File: src/rtl/pc_tx_pkg.sv
// pc_tx_pkg: state encoding, framing constants and byte-order helpers shared by the PC_TX word serialiser.
package pc_tx_pkg;
    typedef enum logic [1:0] {sIDLE = 2'd0, sSEND = 2'd1, sMARKER = 2'd2} state_t;
    localparam int BYTES_PER_WORD = 4;
    localparam logic [7:0] FRAME_MARKER = 8'hA5;
    function automatic logic [7:0] lead_byte(input logic [31:0] word, input bit msb_first);
        return msb_first ? word[31:24] : word[7:0];
    endfunction
    function automatic logic [31:0] shift_word(input logic [31:0] word, input bit msb_first);
        return msb_first ? {word[23:0], 8'h00} : {8'h00, word[31:8]};
    endfunction
endpackage

File: src/rtl/pc_tx_word_fifo.sv
// pc_tx_word_fifo: synchronous word FIFO; the extra pointer bit separates full from empty.
module pc_tx_word_fifo #(
    parameter int DEPTH_LOG2 = 2
) (
    input  logic        i_clock,
    input  logic        i_reset_n,
    input  logic        i_write,
    input  logic [31:0] i_wdata,
    input  logic        i_pop,
    output logic [31:0] o_rdata,
    output logic        o_full,
    output logic        o_empty
);
    logic [DEPTH_LOG2:0] r_wptr;
    logic [DEPTH_LOG2:0] r_rptr;
    logic [31:0]         r_mem [2**DEPTH_LOG2];
    logic                w_write;
    logic                w_pop;
    assign o_empty = r_wptr == r_rptr;
    assign o_full  = (r_wptr[DEPTH_LOG2] != r_rptr[DEPTH_LOG2]) &&
                     (r_wptr[DEPTH_LOG2-1:0] == r_rptr[DEPTH_LOG2-1:0]);
    assign w_write = i_write && !o_full;
    assign w_pop   = i_pop && !o_empty;
    assign o_rdata = r_mem[r_rptr[DEPTH_LOG2-1:0]];
    always_ff @(posedge i_clock or negedge i_reset_n) begin
        if (!i_reset_n) begin
            r_wptr <= '0;
            r_rptr <= '0;
        end else begin
            r_wptr <= r_wptr + (DEPTH_LOG2+1)'(w_write);
            r_rptr <= r_rptr + (DEPTH_LOG2+1)'(w_pop);
        end
    end
    always_ff @(posedge i_clock) begin
        if (w_write) r_mem[r_wptr[DEPTH_LOG2-1:0]] <= i_wdata;
    end
endmodule

File: src/rtl/pc_tx_word_serialiser.sv
// pc_tx_word_serialiser: buffers router words and streams them as bytes over valid/ready.
// Define PC_TX_FRAME_MARKER_EN to prefix every word with the FRAME_MARKER byte.
module pc_tx_word_serialiser
    import pc_tx_pkg::*;
#(
    parameter int DEPTH_LOG2 = 2,
    parameter bit MSB_FIRST  = 1'b1
) (
    input  logic        i_clock,
    input  logic        i_reset_n,
    input  logic [31:0] i_word,
    input  logic        i_word_valid,
    output logic        o_busy,
    output logic [7:0]  o_byte,
    output logic        o_byte_valid,
    input  logic        i_byte_ready,
    output logic        o_overflow,
    output logic        o_idle
);
    state_t      r_state;
    logic [31:0] r_shift;
    logic [1:0]  r_idx;
    logic [7:0]  r_byte;
    logic        r_byte_valid;
    logic        r_overflow;
    logic [31:0] w_head;
    logic [31:0] w_next_shift;
    logic        w_full;
    logic        w_empty;
    logic        w_fire;
    logic        w_last;
    logic        w_pop;
    assign w_fire       = r_byte_valid && i_byte_ready;
    assign w_last       = w_fire && r_state == sSEND && r_idx == 2'(BYTES_PER_WORD - 1);
    // Reloading on the last transfer keeps consecutive words bubble-free.
    assign w_pop        = !w_empty && (r_state == sIDLE || w_last);
    assign w_next_shift = shift_word(r_shift, MSB_FIRST);
    assign o_busy       = w_full;
    assign o_byte       = r_byte;
    assign o_byte_valid = r_byte_valid;
    assign o_overflow   = r_overflow;
    assign o_idle       = r_state == sIDLE && w_empty;
    pc_tx_word_fifo #(.DEPTH_LOG2(DEPTH_LOG2)) u_fifo (
        .i_clock   (i_clock),
        .i_reset_n (i_reset_n),
        .i_write   (i_word_valid),
        .i_wdata   (i_word),
        .i_pop     (w_pop),
        .o_rdata   (w_head),
        .o_full    (w_full),
        .o_empty   (w_empty)
    );
    always_ff @(posedge i_clock or negedge i_reset_n) begin
        if (!i_reset_n) begin
            r_state      <= sIDLE;
            r_shift      <= '0;
            r_idx        <= '0;
            r_byte       <= '0;
            r_byte_valid <= 1'b0;
            r_overflow   <= 1'b0;
        end else begin
            if (i_word_valid && w_full) r_overflow <= 1'b1;
            if (w_pop) begin
                r_shift      <= w_head;
                r_idx        <= '0;
                r_byte_valid <= 1'b1;
`ifdef PC_TX_FRAME_MARKER_EN
                r_state      <= sMARKER;
                r_byte       <= FRAME_MARKER;
`else
                r_state      <= sSEND;
                r_byte       <= lead_byte(w_head, MSB_FIRST);
`endif
            end else if (w_last) begin
                r_state      <= sIDLE;
                r_byte_valid <= 1'b0;
`ifdef PC_TX_FRAME_MARKER_EN
            end else if (w_fire && r_state == sMARKER) begin
                r_state      <= sSEND;
                r_byte       <= lead_byte(r_shift, MSB_FIRST);
`endif
            end else if (w_fire) begin
                r_idx        <= r_idx + 2'd1;
                r_shift      <= w_next_shift;
                r_byte       <= lead_byte(w_next_shift, MSB_FIRST);
            end
        end
    end
endmodule

File: config.mk
export PLATFORM = sky130hd
export DESIGN_NAME = pc_tx_word_serialiser
export DESIGN_NICKNAME = d
export VERILOG_FILES = /design/src/rtl/pc_tx_pkg.sv /design/src/rtl/pc_tx_word_fifo.sv /design/src/rtl/pc_tx_word_serialiser.sv
export SDC_FILE = /design/constraint.sdc
export NUM_CORES = 1
export LEC_CHECK = 0
export CAP_MARGIN = 20
export CORE_UTILIZATION = 50
export CTS_CLUSTER_DIAMETER = 200
export DETAILED_ROUTE_END_ITERATION = 7
export PLACE_DENSITY = 0.72
export SYNTH_ARGS = -nofsm -noshare
export SYNTH_HDL_FRONTEND = slang
export SYNTH_HIERARCHICAL = 1
export SYNTH_SLANG_ARGS = --single-unit
File: constraint.sdc
create_clock -name i_clock -period 3.65 [get_ports i_clock]
set_input_delay 0.73 -clock i_clock [delete_from_list [all_inputs] [get_ports i_clock]]
set_output_delay 0.73 -clock i_clock [all_outputs]
set_load 0.05 [all_outputs]
---- Yosys cells after proc, flatten, opt, wreduce, memory -nomap -nowiden ----
Memories as Yosys holds them, arrays and structs flattened.
Index checks and enable logic that the tools add are counted.
word-level totals
  bits in registers ....................... 44
  memory bits (writable) .................. 128
  input port bits ......................... 36
  word-level logic and storage cells ...... 49
  memories kept ........................... 1
memory list
  memory        words  width  rd ports  clocked after Yosys merged registers in  wr ports  RTL line               RTL
  u_fifo.r_mem  4      32     1         0                                        1         pc_tx_word_fifo.sv:16  logic [31:0] r_mem [2**DEPTH_LOG2];
operators by class
  add/sub/neg operators ................... 3
  eq/ne operators ......................... 6
  muxes and demuxes ....................... 15
  reductions and logical operators ........ 16
operators by type and width
  kind                   count
  $mux W24               3
  $mux W8                3
  $mux W2                5
  $logic_and A1 B1 Y1    9
  $add A3 B1 Y3          2
  $mux W1                4
  $reduce_bool A2 Y1     2
  $eq A3 B3 Y1           1
  $add A2 B1 Y2 const B  1
  $eq A2 B1 Y1 const B   1
  $eq A2 B2 Y1           1
  $eq A2 B2 Y1 const B   1
  $logic_not A1 Y1       2
  $logic_not A2 Y1       1
  $ne A2 B1 Y1 const B   1
  $reduce_and A2 Y1      1
  $logic_or A1 B1 Y1     1
  $ne A1 B1 Y1           1

---- Longest topological paths before layout ----
  word-level depth ........................ 7
  mapped depth ............................ 11
  depth with buffers taken out ............ 8

---- By module ----
The synthesis kept the hierarchy.
by module, submodules not included
  module                 times used  cells an instance  area an instance (µm²)  seq. area each (µm²)
  pc_tx_word_fifo        1           199                4992.3                  3993.8
  pc_tx_word_serialiser  1           188                1906.8                  900.9

---- Least setup slack after synthesis ----
No wires, ideal clock.
  path type ............................... register to register
  from .................................... register u_fifo.r_rptr[0]
  to ...................................... memory u_fifo.r_mem[2][0], enable pin
  library setup time ...................... 0.480 ns
  arrival ................................. 3.368 ns
  data required time ...................... 3.170 ns
  path slack .............................. -0.198 ns
  cell stages (with the launch flop) ...... 5
  path buffers ............................ 2
  period minus slack after synthesis ...... 3.848 ns
  path through ............................ dfrtp_1 > buf_6 > buf_12 > xnor2_1 > a311oi_1
on the way
  longest elaborated chain between the ends .. 6
ends and longest elaborated chain
  element                        RTL line               RTL
  from (decl)                    pc_tx_word_fifo.sv:15  logic [DEPTH_LOG2:0] r_rptr;
  from (signal assigned)         pc_tx_word_fifo.sv:31  r_rptr <= r_rptr + (DEPTH_LOG2+1)'(w_pop);
  $eq A2 B2 Y1                   pc_tx_word_fifo.sv:21  (r_wptr[DEPTH_LOG2-1:0] == r_rptr[DEPTH_LOG2-1:0]);
  $logic_and A1 B1 Y1            pc_tx_word_fifo.sv:20  assign o_full = (r_wptr[DEPTH_LOG2] != r_rptr[DEPTH_LOG2]) &&
  $logic_not A1 Y1               pc_tx_word_fifo.sv:22  assign w_write = i_write && !o_full;
  $logic_and A1 B1 Y1            pc_tx_word_fifo.sv:22
  $mux W1                        pc_tx_word_fifo.sv:35  if (w_write) r_mem[r_wptr[DEPTH_LOG2-1:0]] <= i_wdata;
  $mux W1 (implied by the code)  pc_tx_word_fifo.sv:35
  to (decl)                      pc_tx_word_fifo.sv:16
Every way passes these cells.

---- Final worst setup path ----
  from .................................... register u_fifo.r_rptr[2]
  to ...................................... output port o_idle
on the way
  longest elaborated chain between the ends .. 2
ends and longest elaborated chain
  element              RTL line                     RTL
  $eq A3 B3 Y1         pc_tx_word_fifo.sv:19        assign o_empty = r_wptr == r_rptr;
  named net w_empty    pc_tx_word_serialiser.sv:29  logic w_empty;
  $logic_and A1 B1 Y1  pc_tx_word_serialiser.sv:42  assign o_idle = r_state == sIDLE && w_empty;
  to (decl)            pc_tx_word_serialiser.sv:18  output logic o_idle
The timed path passes the listed nets, and every way through them passes these cells.

==> results.yml <==
outcome:
  status: "finished, final reports clean"
global_routing:
  antenna_found_initial: 0
  grt_pass1_wl_um: 20100
  grt_pass1_vias: 3718
  grt-ovfl-total: 0
  grt_max_degree: 50
  gr-usage-all-layers: 0.1943
flow_run:
  cap_violations: 0
drt:
  ant_nets: 0
  drc: 0
  drt-total-wl_um: 12320
  wire_per_inst_um: 19.65
  drt_iter0_drc: 277
  drtPass1Iterations: 5
  vias: 3625
  vias_per_cell: 5.781
clock_tree:
  root_buffer: "clkbuf_16"
  htree_levels: 4
  post_cts_buffers: 0
  clock_sinks: 170
  cts_tree: "done"
  ctsResizeCount: 0
  clockBufferDepth: 2
  cts_buffers: 17
  cts_hold_buffers: 0
  clk_latency_ps: 430
  path_clk_slew_ps: 60
power:
  power_density_nw_per_um2: 849.5
  seqPwrFrac: 0.428
  ir_drop_mv: 0.4655
  p_comb_frac: 0.318
  p_leak_uw: 0.002787
  p_sw_uw: 2245
  internal-power_uw: 4656
  switching_share: 0.3253
  clkPwrFrac: 0.255
floorplanning:
  coreArea_um2: 13350
  die_w_um: 119.5
  die_y_um: 119.5
  dieArea_um2: 14270
  start_util: 0.5169
  row_count: 42
  pin_count: 48
logic_synthesis:
  yosys_register_bits: 170
  syn_area_um2: 6899
  synth_edf_count: 128
  ys_seq_area_frac: 0.7095
  ys_async_sr_fraction: 0.2471
  synth.area.top_cells: "edfxtp_1, dfrtp_1, mux4_2"
  synth.largest_area_cell: "edfxtp_1"
  synth_nets: 428
  yosys_most_used_dff: "edfxtp_1"
  synth_warnings: 6
  syn_inst: 387
  syn_avg_cell_area_um2: 17.83
  synth_commonest_cells: "edfxtp_1, dfrtp_1, mux4_2, o21ai_0, nor2_1"
  yosysTopAreaCellShare: 0.5571
  synth.distinct_cells: 33
  yosys.cell_count.top_type: "edfxtp_1"
place:
  hpwl_um: 7102
  place_inst: 595
  port-buffer-count: 47
  gp_congestion: 0.7422
final_layout:
  diodes: 0
  areaGrowthSynthToFinish_pct: 17.74
  layout-drive-gt1-share: 0.1796
  final_nets: 479
  fin_cells: 627
sta:
  tns_ps: 0
  slew_headroom: 0.3725
  finalCriticalPeriod_ps: 2910
  slew_viol_final: 0
  clock_skew_ps: 6.591
  grt_setup_unrepaired: "no"
  worst_pin_slew_ps: 941.2
  setup_viol: 0
  fmax_ghz: 0.3437
  post-route-period-util: 0.7971
  hold_viol_final: 0
setup_path:
  ff2ff_setup_slack_ps: 1220
  worstPathArrival_ps: 2180
  critPathCaptureType: "output pin"
  worstSetupPathType: "flip-flop to output pin"
  reg2regPathDepth: 9
  worstSetupStartpointType: "flip-flop"
  crit_required_ps: 2920
  reg2reg_from: "u_fifo/r_rptr[2]"
  r2r-end: "u_fifo/r_rptr[2]"
  critPathMaxFanout: 12
worst_hold_path:
  hp-class: "input pin to asynchronous set/reset pin"
## power groups by stage
stage | registers (uW) | logic, uW | clock network (uW)
3_5_place_dp | 2980 | 2220 | 0
2_1_floorplan | 3060 | 1490 | 0
5_1_grt | 3000 | 2380 | 1870
3_3_place_gp | 2960 | 2170 | 0
6_report | 2950 | 2190 | 1760
4_1_cts | 2950 | 2220 | 1790
## state kept, by name, summed over array words and instances (netlist names)
signal / cells
o_overflow: 1
o_byte_valid: 1
u_fifo/r_rptr: 3
u_fifo/r_wptr: 3
o_byte: 8
r_idx: 2
r_shift: 24
u_fifo/r_mem: 128
## critical path, stage by stage, from the launching register on
cell	delay, ps
dfrtp_1	420
xor2_1	650
nor3_1	140
buf_4	210
nor2b_1	160
buf_12	160
## cell families (layout without fill, tap and decap cells)
| group | after synthesis | after routing | share of synthesized area |
|---|---|---|---|
| compound gates | 73 | 73 | 0.08270 |
| mux | 33 | 33 | 0.1059 |
| simple gates | 60 | 60 | 0.04842 |
| buf+inv | 37 | 101 | 0.03301 |
| flops | 170 | 170 | 0.7095 |
| fa+ha+maj | 5 | 5 | 0.009068 |
| xor+xnor | 9 | 9 | 0.01143 |
## how the worst max path moves through the flow
stage | start | end | slack (ps) | depth (start not counted)
6_report | u_fifo/r_rptr[2] | o_idle | 740 | 5
5_1_grt | u_fifo/r_rptr[2] | o_idle | 620 | 5
2_1_floorplan | u_fifo/r_rptr[0] | u_fifo/r_mem[1][0] | 690 | 4
3_3_place_gp | i_word_valid | u_fifo/r_mem[2][11] | 1100 | 4
3_5_place_dp | i_word_valid | u_fifo/r_mem[2][11] | 1070 | 4
4_1_cts | u_fifo/r_rptr[2] | o_idle | 710 | 5
## final cells by class
| cell class | count | area [um^2] |
|---|---|---|
| clock buffer | 17 | 425.4 |
| clock inverter | 15 | 156.4 |
| fill | 988 | 5225 |
| inverter | 10 | 37.54 |
| multi-input combinational | 180 | 1824 |
| sequential | 170 | 4896 |
| tap | 176 | 220.2 |
| timing repair buffer | 59 | 563.0 |
## through the flow
step                      cell area (um^2)  setup slack [ps]  total power (uW)    util  hold WS (ps)
after floorplan                       6905             694.6              4549       -         434.4
after global placement                7541              1103              5124  0.5650         442.5
after detailed placement              7541              1065              5202  0.5650         455.8
after CTS                             8123             714.2              6964  0.6085         466.1
after global routing                  8123             621.8              7256  0.6085         490.2
final                                 8123             740.5              6901  0.6085         440.7
## metal layers
layer | vias to the layer above | track usage | wire, um
met3 | 26 | 0.04693 | 478
met1 | 1865 | 0.2613 | 5451
met2 | 94 | 0.2948 | 6022
met4 | 0 | 0.1023 | 366
met5 | - | 0 | 0
li1 | 1640 | - | -
## placed cells by master (no fill, tap or decap), drive strengths merged
cell / synthesis / final
ha: 5 / 5
nand3b: 2 / 2
edfxtp: 128 / 128
buf: 18 / 15
nor3: 2 / 2
a21o: 1 / 1
a311oi: 1 / 1
mux4: 32 / 32
nand2b: 1 / 1
o211ai: 8 / 8
nor2: 27 / 27
bufinv: 0 / 3
a31oi: 2 / 2
o21ai: 33 / 33
o221a: 24 / 24
mux2i: 1 / 1
xnor2: 3 / 3
nor3b: 24 / 24
or2: 1 / 1
inv: 10 / 11
nor2b: 1 / 1
a21boi: 1 / 1
nand2: 1 / 1
nand3: 1 / 1
xor2: 6 / 6
clkinvlp: 0 / 4
o311a: 1 / 1
clkbuf: 9 / 17
o31a: 2 / 2
clkinv: 0 / 7
clkdlybuf4s50: 0 / 44
dfrtp: 42 / 42
Note: power is estimated with default switching activity, not from simulation.
